==> config.mk <==
export PLATFORM = sky130hd
export DESIGN_NAME = fetch_sequencer
export DESIGN_NICKNAME = d
export VERILOG_FILES = /design/src/rtl/fetch_sequencer.sv
export SDC_FILE = /design/constraint.sdc
export NUM_CORES = 1
export LEC_CHECK = 0
export ABC_CLOCK_PERIOD_IN_PS = 2800
export BUFFER_PORTS_ARGS = -buffer_cell sky130_fd_sc_hd__buf_2
export CAP_MARGIN = 5
export CORE_AREA = 3 3 107 109
export DETAILED_ROUTE_END_ITERATION = 8
export DIE_AREA = 0 0 110 112
export PLACE_DENSITY = 0.74
export SLEW_MARGIN = 15
export SYNTH_ARGS = -nofsm -noshare
export SYNTH_HDL_FRONTEND = slang
export SYNTH_SLANG_ARGS = --single-unit
==> constraint.sdc <==
create_clock -name clk -period 2.8 [get_ports clk]
set_input_delay 0.42 -clock clk [delete_from_list [all_inputs] [get_ports clk]]
set_output_delay 0.42 -clock clk [all_outputs]
set_load 0.05 [all_outputs]
==> src/rtl/fetch_sequencer.sv <==
// Instruction fetch sequencer: issues in-order fetch requests, tracks them in a small FIFO and
// drops responses made stale by decode redirects. Define FETCH_SEQUENCER_FAST_REDIRECT_EN to issue the redirect target in the squash cycle.
module fetch_sequencer #(
   parameter int unsigned              p_addr_bits     = 32,
   parameter int unsigned              p_inst_bits     = 32,
   parameter logic [p_addr_bits-1:0]   p_rst_addr      = '0,
   parameter int unsigned              p_max_in_flight = 2
) (
   input  logic                   clk,
   input  logic                   rst_n,
   output logic                   mem_req_val,
   input  logic                   mem_req_rdy,
   output logic [p_addr_bits-1:0] mem_req_addr,
   input  logic                   mem_resp_val,
   output logic                   mem_resp_rdy,
   input  logic [p_inst_bits-1:0] mem_resp_data,
   output logic                   d_val,
   input  logic                   d_rdy,
   output logic [p_addr_bits-1:0] d_pc,
   output logic [p_inst_bits-1:0] d_inst,
   input  logic                   squash,
   input  logic [p_addr_bits-1:0] branch_target
);

   localparam int unsigned ptr_w = (p_max_in_flight > 1) ? $clog2(p_max_in_flight) : 1;
   localparam int unsigned cnt_w = $clog2(p_max_in_flight + 1);
   localparam logic [cnt_w-1:0]       max_cnt   = cnt_w'(p_max_in_flight);
   localparam logic [ptr_w-1:0]       last_ptr  = ptr_w'(p_max_in_flight - 1);
   localparam logic [p_addr_bits-1:0] inst_step = p_addr_bits'(4);

   logic [p_addr_bits-1:0]     pc_q, pc_d;
   logic [cnt_w-1:0]           occ_q, occ_d;
   logic [ptr_w-1:0]           head_q, head_d;
   logic [ptr_w-1:0]           tail_q, tail_d;
   logic [p_max_in_flight-1:0] stale_q, stale_d;
   logic [p_addr_bits-1:0]     addr_q [p_max_in_flight];

   logic nonempty;
   logic head_stale;
   logic free_slot;
   logic push;
   logic pop;

   function automatic logic [ptr_w-1:0] ptr_inc(input logic [ptr_w-1:0] p);
      return (p == last_ptr) ? '0 : p + ptr_w'(1);
   endfunction

   assign nonempty   = (occ_q != '0);
   assign head_stale = stale_q[head_q];
   assign free_slot  = (occ_q < max_cnt);

   // Request channel; rst_n gating keeps mem_req_val low while reset is held.
`ifdef FETCH_SEQUENCER_FAST_REDIRECT_EN
   assign mem_req_val  = rst_n & free_slot;
   assign mem_req_addr = squash ? branch_target : pc_q;
`else
   assign mem_req_val  = rst_n & free_slot & ~squash;
   assign mem_req_addr = pc_q;
`endif

   assign d_val        = mem_resp_val & nonempty & ~head_stale;
   assign d_pc         = addr_q[head_q];
   assign d_inst       = mem_resp_data;
   assign mem_resp_rdy = nonempty & (head_stale | d_rdy | squash);

   assign push = mem_req_val & mem_req_rdy;
   assign pop  = mem_resp_val & mem_resp_rdy;

   // Next-state: FIFO pointers/occupancy, stale marking and fetch PC.
   always_comb begin
      pc_d    = pc_q;
      occ_d   = occ_q;
      head_d  = head_q;
      tail_d  = tail_q;
      stale_d = stale_q;

      if (pop) begin
         head_d = ptr_inc(head_q);
      end
      // Marking every slot is safe: the popped and free slots are rewritten before reuse.
      if (squash) begin
         stale_d = '1;
      end
      if (push) begin
         stale_d[tail_q] = 1'b0;
         tail_d          = ptr_inc(tail_q);
      end

      case ({push, pop})
         2'b10:   occ_d = occ_q + cnt_w'(1);
         2'b01:   occ_d = occ_q - cnt_w'(1);
         default: occ_d = occ_q;
      endcase

      if (squash) begin
         pc_d = push ? branch_target + inst_step : branch_target;
      end else if (push) begin
         pc_d = pc_q + inst_step;
      end
   end

   always_ff @(posedge clk or negedge rst_n) begin
      if (!rst_n) begin
         pc_q    <= p_rst_addr;
         occ_q   <= '0;
         head_q  <= '0;
         tail_q  <= '0;
         stale_q <= '0;
      end else begin
         pc_q    <= pc_d;
         occ_q   <= occ_d;
         head_q  <= head_d;
         tail_q  <= tail_d;
         stale_q <= stale_d;
      end
   end

   // Address payload needs no reset; validity is carried by occupancy.
   always_ff @(posedge clk) begin
      if (push) begin
         addr_q[tail_q] <= mem_req_addr;
      end
   end

   resp_needs_outstanding_req : assert property (
      @(posedge clk) disable iff (!rst_n) !(mem_resp_val && (occ_q == '0)));

endmodule

======== Yosys cells after proc, flatten, opt, wreduce, memory -nomap -nowiden ========
Memory sizes are Yosys's and may differ from the RTL's.
Cells that the tools add are included.
word-level totals
  bits in registers ....................... 38
  bits in writable memories ............... 64
  output and inout port bits .............. 99
  logic and storage cells ................. 49
  memories kept ........................... 1
operators by class
  $add $sub $neg .......................... 6
  magnitude comparators ................... 4
  equality and inequality tests ........... 2
  mux-type cells .......................... 14
  bitwise logic cells ..................... 13
  reduce and logical (&&, ||, !) cells .... 4
memories
  memory  words  width  rd ports  clocked after memory_dff  wr ports  line  text
  addr_q  2      32     1         0                         1         36    logic [p_addr_bits-1:0] addr_q [p_max_in_flight];
operators with widths
  kind                     number
  $mux W32                 3
  $add A32 B3 Y32 const B  2
  $and A1 B1 Y1            7
  $mux W1                  7
  $reduce_bool A2 Y1       3
  $lt A1 B2 Y1 const B     2
  $mux W2                  2
  $pmux W2 S2              1
  $add A1 B1 Y1 const B    2
  $add A2 B1 Y2 const B    1
  $and A2 B2 Y2            1
  $eq A2 B1 Y1 const B     1
  $eq A2 B2 Y1 const B     1
  $lt A2 B2 Y1 const B     1
  $not A1 Y1               2
  $not A2 Y2               1
  $or A1 B1 Y1             2
  $sub A2 B1 Y2 const B    1
  $demux W1 S1             1
  $ge A1 B1 Y1 const B     1
  $logic_and A1 B1 Y1      1

======== Logic depth before layout (Yosys ltp) ========
  depth in word-level cells ............... 8
  mapped depth ............................ 8

======== Worst setup path after synthesis ========
Ideal clock, no wire load.
  kind .................................... register to register
  from .................................... reg occ_q[1]
  to ...................................... mem addr_q[0][0], enable pin
  setup time .............................. 422 ps
  data arrival time ....................... 2447 ps
  required time ........................... 2378 ps
  setup slack ............................. -70 ps
  cell stages (with the launch flop) ...... 6
  path buffers ............................ 2
  path through ............................ dfrtp_1 buf_2 nor4bb_1 clkbuf_1 inv_1 nor2_1
on the way
  cells in the longest elaborated chain, start to end .. 6
RTL lines
  what                           line  text
  from (decl)                    32    logic [cnt_w-1:0] occ_q, occ_d;
  from (signal assigned)         105   occ_q <= '0;
  from (signal assigned)         111   occ_q <= occ_d;
  $lt A2 B2 Y1                   50    assign free_slot = (occ_q < max_cnt);
  $and A1 B1 Y1 (2 in a row)     57    assign mem_req_val = rst_n & free_slot & ~squash;
  $and A1 B1 Y1                  66    assign push = mem_req_val & mem_req_rdy;
  $mux W1                        120   if (push) begin
  $mux W1 (implied by the code)  121   addr_q[tail_q] <= mem_req_addr;
  to (decl)                      36
Every way passes these cells.

======== Final worst setup path ========
  from .................................... reg pc_q[2] (netlist: mem_req_addr[2])
  to ...................................... reg pc_q[28] (netlist: mem_req_addr[28])
on the way
  cells in the longest elaborated chain, start to end .. 3
RTL lines
  what                    line  text
  from (decl)             31    logic [p_addr_bits-1:0] pc_q, pc_d;
  from (signal assigned)  104   pc_q <= p_rst_addr;
  from (signal assigned)  110   pc_q <= pc_d;
  $add A32 B3 Y32         98    pc_d = pc_q + inst_step;
  $mux W32                97    end else if (push) begin
  $mux W32                95    if (squash) begin
Every way passes these cells. The select of a mux whose other input is x is not followed.
A chain may end at the register's enable or synchronous reset.

==> reports/summary.txt <==
CP Buf/Inv Count -> 0
WL final -> 10.5 mm
CP top delay family -> simple AND/OR/NAND/NOR gates
Placeable Area -> 10700 µm²
critical path class -> reg2reg
synthesized instance count -> 369
Synth Register Bits -> 102
setup TNS -> 0 ns
Synth Area in Adders -> 0.530%
Distinct cells, synth -> 43
total number of vias -> 3176
Worst R2R End -> mem_req_addr[28]
Critical Path Start Type -> register
Die W -> 110 µm
worst-skew pair later-pin latency -> 0.37 ns
Req. time, crit path -> 3.09 ns
Nets -> 515
number of synthesized flops with an enable pin -> 64
total design power -> 4.27 mW
clk_skew -> 0.0149 ns
First-pass DRT Iterations -> 4
average instance area after synthesis -> 12.8 µm²
share of post-route cells with drive strength above 1 -> 37.9%
WP data arrival -> 2.55 ns
Reg power frac -> 44.6%
Area growth, synth to finish -> 13.6%
vias in the first global route -> 3162
Resized Gates After CTS -> 0
commonest non-fill, non-tap cell in the layout -> buf_2
via density per instance -> 5.40
Final Cycle Share -> 80.9%
async set-reset flop share out of synthesis -> 37.3%
gpl congestion -> 0.822
critical-path cell list -> ha_1 > and4b_1 > nand3_1 > or4_1 > a31oi_1
DR iter-0 viols -> 162
DR DRC count -> 0
Post-DRT Antenna Nets -> 0
Root Buffer -> clkbuf_8
CTS Sinks -> 102
internal power -> 2.56 mW
CP Max Fanout -> 11
part of the power in combinational logic -> 35.6%
max-slew violation count -> 0
Max-slew headroom -> 67.1%
antenna violations before repair -> 0
die height -> 112 µm
Post CTS Setup Buffer Count -> 0
clock network power share -> 19.7%
maximum clock rate -> 0.441 GHz
worst slew pin tran -> 0.494 ns
Final min period -> 2.27 ns
status -> finished, final reports clean
Clock transition at path regs -> 0.10 ns
switch share -> 40.1%
Final setup viols -> 0
dpl hpwl -> 7.61 mm
XOR/XNOR Fraction of Synth Area -> 2.97%
Port Buffers -> 104
RSZ-0062 raised after global routing -> false
Leakage -> 2.04 nW
Synth Area in Simple Gates -> 13.7%
diodes inserted -> 0
Rows -> 38
Overflow after GRT -> 0
boundary pin count -> 169
final hold vios -> 0
Critical Path Stages -> 5
largest net degree at the start of global routing -> 42
R2R setup slack -> 0.53 ns
initial core utilization -> 44.2%
Psw -> 1.71 mW
cells on worst reg2reg path -> 5
RR Startpoint -> mem_req_addr[2]
Syn Nets -> 441
multiplexer area fraction after synthesis -> 8.79%
max incr delay on CP -> 0.58 ns
HP Class -> in2async
sequential area share after synthesis -> 60.8%
commonest cells after routing, fill and taps aside -> 104 x buf_2, 64 x edfxtp_1, 38 x dfrtp_1
cts hold-fix bufs -> 0
CTS tree -> yes
minimum hold slack -> 0.205 ns
YS warnings -> 0
mapped cell area -> 4720 µm²
largest family of logic cells by synthesized area -> simple AND/OR/NAND/NOR gates
slowest CP cell -> or4_1
gr usage total -> 17.8%
Compound-Gate Fraction of Synth Area -> 6.04%
Max H-tree Level -> 3
Max Cap Viol -> 0
Total Die Area -> 12300 µm²
clock buffer depth -> 2
pwr dens -> 796 nW/µm²
Top FF cell, synth -> edfxtp_1
Num CTS Buffers -> 9
crit path capture type -> register
worst vdd ir -> 0.360 mV
Routed WL per cell -> 17.8 µm
first-pass GRT wire length -> 16.8 mm
[power groups by stage]
stage	clock network [mW]	registers [mW]	logic, mW
3_3_place_gp	0	1.93	1.52
2_1_floorplan	0	2.03	1.20
4_1_cts	0.855	1.91	1.54
6_report	0.842	1.91	1.52
3_5_place_dp	0	1.94	1.53
5_1_grt	0.922	1.93	1.61
[synthesized netlist by cell type (all sizes together), types with 4 or more instances]
master  count  area (µm²)
o31ai       5        37.5
mux2       36         405
or3         4        25.0
o21ai      16        80.1
o311ai      5        43.8
inv         4        15.0
xnor2      11        96.3
edfxtp     64        1920
dfrtp      38         951
nor4        6        37.5
buf        36         264
and4        4        36.3
nand4      11        83.8
nor2       20        75.1
o31a        4        37.5
o211ai      4        30.0
xor2        5        43.8
a31oi       9        56.3
clkbuf     14        52.6
nand3      15        75.1
nand2      26        97.6
or4        11        86.3
[state kept, by name (all words and copies together) (netlist names)]
signal / flops
mem_req_addr: 32
head_q: 1
stale_q: 2
occ_q: 2
tail_q: 1
addr_q: 64
[metrics by stage]
step | area (µm²) | instances | setup slack (ns) | utilization, %
after CTS | 5370 | 588 | 0.542 | 50.2
final | 5370 | 588 | 0.534 | 50.2
after global routing | 5370 | 588 | 0.414 | 50.2
after detailed placement | 5190 | 572 | 0.579 | 48.5
after floorplan | 4730 | 369 | 0.386 | -
after global placement | 5190 | 572 | 0.714 | 48.5
[final cells by class]
type                       instances  area (µm²)
clock buffer                      11         141
clock inverter                     5        33.8
fill                             951        5330
inverter                           5        18.8
multi-input combinational        212        1520
sequential                       102        2870
tap                              140         175
timing repair buffer             113         601
[cell families (layout without fill, tap and decap cells)]
logic type,count (synthesis),count (layout)
multiplexers,37,37
XOR/XNOR,16,16
AO/OA/AOI/OAI,43,43
buffers and inverters,55,134
AND/OR/NAND/NOR,114,114
adder cells (fa/ha/maj),2,2
flip-flops,102,102
[per-layer routing]
layer,vias to the layer above,wire length (µm),global-route usage (%)
li1,1496,-,-
met1,1543,4410,23.9
met2,110,5080,27.6
met3,27,745,3.77
met4,0,263,8.23
met5,-,0,0
[worst max-delay path by stage]
| stage | to | from |
|---|---|---|
| final | mem_req_addr[28] | mem_req_addr[2] |
| after detailed placement | mem_req_addr[28] | mem_req_addr[2] |
| after global placement | mem_req_addr[28] | mem_req_addr[2] |
| after global routing | mem_req_addr[28] | mem_req_addr[3] |
| after floorplan | mem_req_val | squash |
| after CTS | d_pc[12] | head_q |
Note: power is estimated with default switching activity, not from simulation.
